File: config.mk
export PLATFORM = sky130hd
export DESIGN_NAME = wb_port_arbiter
export DESIGN_NICKNAME = d
export VERILOG_FILES = /design/src/rtl/wb_pkg.sv /design/src/rtl/wb_fifo.sv /design/src/rtl/wb_port_arbiter.sv
export SDC_FILE = /design/constraint.sdc
export NUM_CORES = 1
export LEC_CHECK = 0
export ABC_AREA = 1
export ABC_CLOCK_PERIOD_IN_PS = 2840
export BUFFER_PORTS_ARGS = -buffer_cell sky130_fd_sc_hd__clkbuf_2
export CORE_UTILIZATION = 30
export CTS_CLUSTER_SIZE = 14
export DETAILED_ROUTE_END_ITERATION = 16
export HOLD_SLACK_MARGIN = 0.03
export PLACE_DENSITY = 0.56
export SETUP_SLACK_MARGIN = 0.3
export SYNTH_ARGS = -nofsm -noshare
export SYNTH_HDL_FRONTEND = slang
export SYNTH_HIERARCHICAL = 1
export SYNTH_SLANG_ARGS = --single-unit
File: constraint.sdc
create_clock -name clk -period 2.84 [get_ports clk]
set_clock_uncertainty 0.1 [all_clocks]
set_input_delay 0.426 -clock clk [delete_from_list [all_inputs] [get_ports clk]]
set_output_delay 0.426 -clock clk [all_outputs]
set_load 0.01 [all_outputs]
File: src/rtl/wb_pkg.sv
// Shared widths and types for the register-file write-port arbiter.
// Build option WB_BYPASS_EN (see wb_port_arbiter) does not affect this package.
package wb_pkg;

  localparam int XLEN = 32;
  localparam int AW   = $clog2(XLEN);

  typedef struct packed {
    logic [AW-1:0]   rd;
    logic [XLEN-1:0] data;
  } wb_entry_t;

  typedef enum logic [1:0] {
    SEL_NONE,
    SEL_PRI,
    SEL_SEC
  } src_sel_t;

endpackage

File: src/rtl/wb_fifo.sv
// Small synchronous FIFO of writeback entries with a combinational head view.
// Pointers wrap naturally, so DEPTH must be a power of two.
module wb_fifo
  import wb_pkg::*;
#(
  parameter int DEPTH = 4,
  localparam int PW = (DEPTH > 1) ? $clog2(DEPTH) : 1,
  localparam int CW = PW + 1
) (
  input  logic      clk,
  input  logic      reset,
  input  logic      push_i,
  input  logic      pop_i,
  input  wb_entry_t din_i,
  output wb_entry_t head_o,
  output logic      full_o,
  output logic      empty_o
);

  wb_entry_t       mem [DEPTH];
  logic [PW-1:0]   wr_ptr_q;
  logic [PW-1:0]   rd_ptr_q;
  logic [CW-1:0]   count_q;
  logic            push_ok;
  logic            pop_ok;

  assign full_o  = (count_q == CW'(DEPTH));
  assign empty_o = (count_q == '0);
  assign push_ok = push_i && !full_o;
  assign pop_ok  = pop_i && !empty_o;
  assign head_o  = mem[rd_ptr_q];

  // Storage carries no reset; occupancy is tracked solely by count_q.
  always_ff @(posedge clk) begin
    if (push_ok) mem[wr_ptr_q] <= din_i;
  end

  always_ff @(posedge clk or posedge reset) begin
    if (reset) begin
      wr_ptr_q <= '0;
      rd_ptr_q <= '0;
      count_q  <= '0;
    end else begin
      if (push_ok) wr_ptr_q <= wr_ptr_q + 1'b1;
      if (pop_ok)  rd_ptr_q <= rd_ptr_q + 1'b1;
      count_q <= count_q + CW'(push_ok) - CW'(pop_ok);
    end
  end

endmodule

File: src/rtl/wb_port_arbiter.sv
// Shares the register-file write port between pipeline writeback and a queued
// long-latency result stream; tracks outstanding destinations. Define
// WB_BYPASS_EN to add forwarding of the registered write to two read ports.
module wb_port_arbiter
  import wb_pkg::*;
#(
  parameter int FIFO_DEPTH   = 4,
  parameter int STARVE_LIMIT = 8
) (
  input  logic            clk,
  input  logic            reset,
  input  logic            pri_valid,
  input  logic [AW-1:0]   pri_rd,
  input  logic [XLEN-1:0] pri_data,
  input  logic            sec_valid,
  output logic            sec_ready,
  input  logic [AW-1:0]   sec_rd,
  input  logic [XLEN-1:0] sec_data,
  input  logic            issue_valid,
  input  logic [AW-1:0]   issue_rd,
  output logic            issue_ready,
  output logic [31:0]     busy,
  output logic            hold_o,
  output logic            we3,
  output logic [AW-1:0]   wr_addr3,
  output logic [XLEN-1:0] wr_data3
`ifdef WB_BYPASS_EN
  ,
  input  logic [AW-1:0]   fwd_addr1,
  input  logic [AW-1:0]   fwd_addr2,
  output logic            fwd_hit1,
  output logic            fwd_hit2,
  output logic [XLEN-1:0] fwd_data1,
  output logic [XLEN-1:0] fwd_data2
`endif
);

  localparam int SCW = $clog2(STARVE_LIMIT + 1);

  logic            fifo_full, fifo_empty, fifo_push, fifo_pop;
  wb_entry_t       fifo_head;
  src_sel_t        sel;
  logic            we3_q, we3_d;
  logic [AW-1:0]   wr_addr3_q, wr_addr3_d;
  logic [XLEN-1:0] wr_data3_q, wr_data3_d;
  logic [31:0]     busy_q, busy_d;
  logic [SCW-1:0]  starve_q, starve_d;
  logic            hold_q, hold_d;

  wb_fifo #(.DEPTH(FIFO_DEPTH)) u_fifo (
    .clk     (clk),
    .reset   (reset),
    .push_i  (fifo_push),
    .pop_i   (fifo_pop),
    .din_i   ('{rd: sec_rd, data: sec_data}),
    .head_o  (fifo_head),
    .full_o  (fifo_full),
    .empty_o (fifo_empty)
  );

  assign sec_ready   = !fifo_full;
  assign fifo_push   = sec_valid && !fifo_full;
  assign fifo_pop    = (sel == SEL_SEC);
  assign issue_ready = !busy_q[issue_rd] || (issue_rd == '0);

  // A primary write to x0 is treated as an idle slot so the queue can drain.
  always_comb begin
    sel = SEL_NONE;
    if (pri_valid && pri_rd != '0) sel = SEL_PRI;
    else if (!fifo_empty)          sel = SEL_SEC;
  end

  always_comb begin
    we3_d      = 1'b0;
    wr_addr3_d = wr_addr3_q;
    wr_data3_d = wr_data3_q;
    case (sel)
      SEL_PRI: begin
        we3_d      = 1'b1;
        wr_addr3_d = pri_rd;
        wr_data3_d = pri_data;
      end
      SEL_SEC: begin
        we3_d      = (fifo_head.rd != '0);
        wr_addr3_d = fifo_head.rd;
        wr_data3_d = fifo_head.data;
      end
      default: ;
    endcase
  end

  // Set is applied after clear so a new issue to the retiring rd stays pending.
  always_comb begin
    busy_d = busy_q;
    if (sel == SEL_SEC)               busy_d[fifo_head.rd] = 1'b0;
    if (issue_valid && issue_ready)   busy_d[issue_rd]     = 1'b1;
    busy_d[0] = 1'b0;
  end

  always_comb begin
    starve_d = '0;
    if (!fifo_empty && !fifo_pop)
      starve_d = (starve_q == SCW'(STARVE_LIMIT)) ? starve_q : starve_q + 1'b1;
    hold_d = (starve_d == SCW'(STARVE_LIMIT));
  end

  always_ff @(posedge clk or posedge reset) begin
    if (reset) begin
      we3_q      <= 1'b0;
      wr_addr3_q <= '0;
      wr_data3_q <= '0;
      busy_q     <= '0;
      starve_q   <= '0;
      hold_q     <= 1'b0;
    end else begin
      we3_q      <= we3_d;
      wr_addr3_q <= wr_addr3_d;
      wr_data3_q <= wr_data3_d;
      busy_q     <= busy_d;
      starve_q   <= starve_d;
      hold_q     <= hold_d;
    end
  end

  assign we3      = we3_q;
  assign wr_addr3 = wr_addr3_q;
  assign wr_data3 = wr_data3_q;
  assign busy     = busy_q;
  assign hold_o   = hold_q;

`ifdef WB_BYPASS_EN
  assign fwd_hit1  = we3_q && (wr_addr3_q == fwd_addr1) && (fwd_addr1 != '0);
  assign fwd_hit2  = we3_q && (wr_addr3_q == fwd_addr2) && (fwd_addr2 != '0);
  assign fwd_data1 = wr_data3_q;
  assign fwd_data2 = wr_data3_q;
`endif

endmodule

==> results of run 1 <==
[cells in the mapped netlist, types with 2 or more instances]
library cell  number  share of area, %
nand2_1          348                13
edfxtp_1         148                44
nor2_1           124               4.6
o21ai_0          100               4.9
inv_1             82               3.0
dfrtp_1           81                20
nand3_1           54               2.7
nand4_1           31               1.9
buf_6             15               1.7
buf_2             13              0.64
clkbuf_1          12              0.44
nor3_1            10              0.49
ha_1               8              0.98
buf_4              6              0.44
o21ai_1            6              0.29
o211ai_1           4              0.29
inv_2              3              0.11
nand2_2            3              0.18
buf_1              2             0.074
nand3b_1           2              0.15
nor2_4             2              0.22
xor2_1             2              0.17
[layer usage]
metal	vias up	global-route usage (%)	wire [um]
met4	2	4.673	639
met1	3742	20.48	12030
met5	-	0	13
met3	41	2.483	1359
li1	3942	-	-
met2	216	25.82	12660
[sequential cells by signal (all words and copies together), names as in the netlist]
name             cells
u_fifo/mem         148
wr_data3            32
busy                31
wr_addr3             5
starve_q             4
u_fifo/count_q       3
u_fifo/rd_ptr_q      2
u_fifo/wr_ptr_q      2
hold_o               1
we3                  1
[power breakdown]
group,internal [mW],switching (mW),total [mW]
Sequential,4.55,0.510,5.06
Combinational,1.41,2.83,4.24
Clock,2.00,1.32,3.31
[cell families (layout without fill, tap and decap cells)]
| logic type | Yosys count | after routing |
|---|---|---|
| xor+xnor | 2 | 2 |
| other cells | 1 | 2 |
| simple gates | 576 | 576 |
| flops | 229 | 229 |
| fa+ha+maj | 9 | 9 |
| buf+inv | 135 | 375 |
| compound gates | 111 | 111 |
[worst paths after layout]
check | start | end | slack [ns] | cells after the start
min | pri_data[22] | wr_data3[22]$_DFFE_PP0P_ | 0.06 | 3
min reg2reg | wr_data3[31]$_DFFE_PP0P_ | wr_data3[31]$_DFFE_PP0P_ | 0.38 | 2
min in group asynchronous | reset | u_fifo/wr_ptr_q[0]$_DFFE_PP0P_ | 0.30 | 3
max | u_fifo/count_q[1]$_DFF_PP0_ | u_fifo/count_q[2]$_DFF_PP0_ | 0.55 | 14
max in group asynchronous | reset | wr_data3[14]$_DFFE_PP0P_ | 1.39 | 4
max reg2reg | u_fifo/count_q[1]$_DFF_PP0_ | u_fifo/count_q[2]$_DFF_PP0_ | 0.55 | 14
[critical path: stages (launching register included)]
cell	delay [ns]
dfrtp_1	0.40
nor2_1	0.17
nand2_2	0.11
inv_1	0.06
inv_1	0.07
nand2_1	0.10
inv_2	0.04
nand2_1	0.07
inv_1	0.04
ha_1	0.26
inv_1	0.04
ha_1	0.18
fa_1	0.37
nand3b_1	0.16
nand2_1	0.06
[final cells by class]
cell class                 count  area, um2
fill                        3302      20480
sequential                   229       6475
multi-input combinational    699       3103
timing repair buffer         243       1654
clock buffer                  39      749.5
tap                          448      560.5
inverter                      86      326.6
clock inverter                 7      96.34
antenna                        1      2.502
[through the flow]
step	instances	setup WS (ns)	hold slack [ns]	setup TNS, ns
2_1_floorplan	1063	-0.1396	0.1294	-20.67
3_3_place_gp	1638	0.4251	0.2945	0
3_5_place_dp	1638	0.3491	0.2953	0
4_1_cts	1751	0.5198	0.03051	0
5_1_grt	1752	0.3342	0.06548	0
6_report	1752	0.5482	0.05698	0
[repair_timing]
action                     in CTS  in global routing
gates resized for setup         0                  1
setup endpoints to repair       0                  1
hold buffers                   67                  0
hold endpoints to repair      227                  0
==> out/results.ini, run 1 <==
[timing]
rsz0062_at_grt=false
hold_viol=0
post-route-period-util_pct=80.70
tightest_slew_ns=0.9428
slew_headroom_pct=37.14
finalCriticalPeriod_ns=2.292
timing.fmax_mhz=436.3
finalMaxSlewViolations=0
setup_violations=0

[place]
dpl-instance-area_um2=11450
hpwlAfterDp_um=16730
gp_congestion=0.8364
io_buffers=155

[global_routing]
grt_antenna_before_repair=2
grt_max_degree=67
grt_util_all_layers_pct=15.43
overflow=0
grt_pass1_vias=7813
grt_pass1_wl_um=42820

[drt]
first_pass_iters=4
antenna_left=0
drt-total-wl_um=26700
first_iter_violations=463
route.detailed.drc=0
routedWlPerCell_um=15.24
vias=7943
viasPerCell=4.534

[layout]
syn2layout_area_growth_pct=27.18
layout.nets=1378
post-route-util_pct=38.77
drive_gt1_share_pct=17.88
stdcell_area_um2=12970
layout_commonest_cell=nand2_1
layout_common_cells=nand2_1 (347), clkbuf_2 (155), edfxtp_1 (148)

[run]
maxCapViolCount=0

[floorplanning]
die_height_um=186.4
dieArea_um2=34730
row_count=67
pin_count=157
dieWidth_um=186.4
fp.coreArea_um2=33450
start_util_pct=30.48

[logic_synthesis]
syn_inst=1063
async_flop_share_pct=35.37
synth_seq_area_share_pct=63.47
synth_seq_cells=229
ys_types=29
synth_simple_gate_area_share_pct=23.09
synth_top_family_by_area=simple AND/OR/NAND/NOR gates
synth_xor_area_share_pct=0.1718
synth_edf_count=148
synth-compound-area-share_pct=5.559
yosys.area_share.adder_pct=1.178
synthMuxAreaShare_pct=0
synth_ff_type=edfxtp_1
syn_nets=1156
synth_warnings=6
synth_area_um2=10200
syn_area_per_cell_um2=9.592

[min_path]
hold_path_class=in2reg

[power]
power.leakage_nw=5.714
ir_worst_vdd_mv=0.4638
power.total_mw=12.62
p_per_area_nw_per_um2=972.9

[cts]
clock_path_buffers=3
clk_pin_slew_ns=0.06
htree_levels=1
cts_sinks=229
tritoncts=done
cts-root-buf=clkbuf_16
clk_latency_ns=0.53
cts_setup_buffers=0
numCtsBuffers=26

[status]
status=complete, no violations

[worst_setup_path]
cp.required_ns=3.21
crit_fanout=5
arrival_ns=2.66
crit_type=reg2reg
cp-start-kind=flop
worst_setup_path_end_kind=flop

Power figures use the tool's default switching activity.
==> run 2, diff against run 1 <==
--- a/config.mk
+++ b/config.mk
@@ -6,7 +6,7 @@
 export NUM_CORES = 1
 export LEC_CHECK = 0
 export ABC_AREA = 1
-export ABC_CLOCK_PERIOD_IN_PS = 2840
+export ABC_CLOCK_PERIOD_IN_PS = 2100
 export BUFFER_PORTS_ARGS = -buffer_cell sky130_fd_sc_hd__clkbuf_2
 export CORE_UTILIZATION = 30
 export CTS_CLUSTER_SIZE = 14
==> constraint.sdc (replaced) <==
create_clock -name clk -period 2.1 [get_ports clk]
set_clock_uncertainty 0.1 [all_clocks]
set_input_delay 0.315 -clock clk [delete_from_list [all_inputs] [get_ports clk]]
set_output_delay 0.315 -clock clk [all_outputs]
set_load 0.01 [all_outputs]
==> run 2 against run 1 <==
Sequential share of layout area fell by 6.8 points. Count of clock-buffer cells in the layout fell by 2. Utilization rose by 6.1 points. Die area did not move. Largest cell class unchanged.
==> out/results.ini, run 2 (synthesis results as in run 1) <==
[place]
dpl-instance-area_um2=11780
place_inst=1667
place_ws_ns=-0.05111
io_buffers=155
hpwlAfterDp_um=17580
gp_congestion=0.8868

[run]
maxCapViolCount=0

[layout]
layout_common_cells=nand2_1 (309), clkbuf_2 (153), edfxtp_1 (148)
fillCellCount=3129
largest_register_ffs=148
multi_input_area_um2=3646
stdcell_area_um2=15000
regMostFlops=u_fifo/mem
layout.nets=1485
register_area_um2=6475
layout_commonest_cell=nand2_1
drive_gt1_share_pct=32.03
syn2layout_area_growth_pct=47.12
post-route-util_pct=44.85
diodes=0
stdcell_count=1859

[drt]
vias=8436
viasPerCell=4.538
first_pass_iters=5
first_iter_violations=534
route.detailed.drc=0
drt-total-wl_um=29350
antenna_left=0
routedWlPerCell_um=15.79

[timing]
final.setup.worst_slack_ns=0.02448
rsz0062_at_grt=true
tightest_slew_ns=0.6227
tns_ns=0
post-route-period-util_pct=98.83
setup_violations=0
hold_viol=0
finalMaxSlewViolations=0
holdWs_ns=0.07006
slew_headroom_pct=58.49
timing.fmax_mhz=481.8
finalCriticalPeriod_ns=2.076

[status]
status=complete, no violations

[floorplanning]
start_util_pct=30.48
dieArea_um2=34730
fp.coreArea_um2=33450
dieWidth_um=186.4
pin_count=157
die_height_um=186.4
row_count=67

[power]
power.leakage_nw=6.560
power.total_mw=20.80
ir_worst_vdd_mv=0.7676
p_int_mw=13.12
p_switching_mw=7.679
comb_power_share_pct=44.5
power.share.clock_pct=22.7
p_per_area_nw_per_um2=1386
power_frac_seq_pct=32.8
switching_share_pct=36.93

[min_path]
hold_path_class=in2reg

[worst_setup_path]
worst_setup_path_end_kind=flop
cp.required_ns=2.46
arrival_ns=2.44
cp-start-kind=flop
crit_fanout=2
crit_type=reg2reg

[cts]
clk_pin_slew_ns=0.06
numCtsBuffers=26
htree_levels=1
clk_latency_ns=0.52
clock_path_buffers=3
cts_sinks=229
cts-root-buf=clkbuf_16
tritoncts=done

[global_routing]
grt_max_degree=48
grt_pass1_wl_um=43420
grt_util_all_layers_pct=15.63
grt_pass1_vias=8222
grt_antenna_before_repair=0
overflow=0

==> run 2: cell types whose count changed in the layout (fill, tap and decap cells not counted), moves of 15 or more <==
cell | previous run | this run
buf_12 | 4 | 21
nand2_1 | 347 | 309
o21ai_1 | 6 | 21
nand2_2 | 4 | 33
buf_6 | 0 | 15
o21ai_0 | 100 | 54
o21ai_2 | 0 | 29
buf_4 | 17 | 65
nor2_1 | 119 | 104
nand3_1 | 54 | 37
==> run 2: final timing paths <==
kind	from	end	slack [ns]	depth (start not counted)
max	u_fifo/count_q[0]$_DFF_PP0_	u_fifo/count_q[2]$_DFF_PP0_	0.02	14
min	pri_rd[2]	wr_addr3[2]$_DFFE_PP0P_	0.07	4
max reg2reg	u_fifo/count_q[0]$_DFF_PP0_	u_fifo/count_q[2]$_DFF_PP0_	0.02	14
min reg2reg	wr_data3[11]$_DFFE_PP0P_	wr_data3[11]$_DFFE_PP0P_	0.38	2
max in group asynchronous	reset	wr_data3[4]$_DFFE_PP0P_	1.08	4
min in group asynchronous	reset	wr_data3[28]$_DFFE_PP0P_	0.22	3
==> run 2: layout make-up <==
class                   instances  share of cell area, %
clock buffers                  37                  4.946
clock inverters                10                  1.109
inverters                      86                  2.494
multi-input cells             699                  24.31
flip-flops and latches        229                  43.16
well taps                     448                  3.737
repair buffers                350                  20.24
==> run 2: repair_timing <==
item | CTS | global route
endpoints found under the hold margin | 265 | 0
pin swaps | 28 | 47
setup buffers | 39 | 13
gates resized for setup | 101 | 141
setup endpoints to repair | 55 | 216
hold buffers | 76 | 0
cloned | 1 | 16
==> run 2: worst max-delay path: stages (launching register included) <==
cell	delay [ns]
dfrtp_1	0.38
nor2_2	0.12
nand2_1	0.08
inv_1	0.07
inv_2	0.04
nand2_2	0.07
inv_2	0.04
nand2_2	0.07
inv_2	0.05
ha_4	0.25
inv_2	0.04
ha_4	0.15
fa_2	0.34
nand3b_1	0.16
nand2_1	0.06
==> run 2: power groups by stage <==
stage	clock [mW]	sequential (mW)	combinational, mW
floorplan	0	7.03	3.56
global placement	0	6.85	6.07
detailed placement	0	6.88	6.14
CTS	4.84	6.75	7.67
global route	5.00	6.94	10.1
finish	4.72	6.82	9.26
==> run 2: metal layers <==
metal	vias to the layer above	track usage, %	wire length [um]
met1	3996	20.74	13530
met3	35	2.689	1459
met4	0	4.832	578
li1	4164	-	-
met5	-	0	0
met2	241	26.00	13780
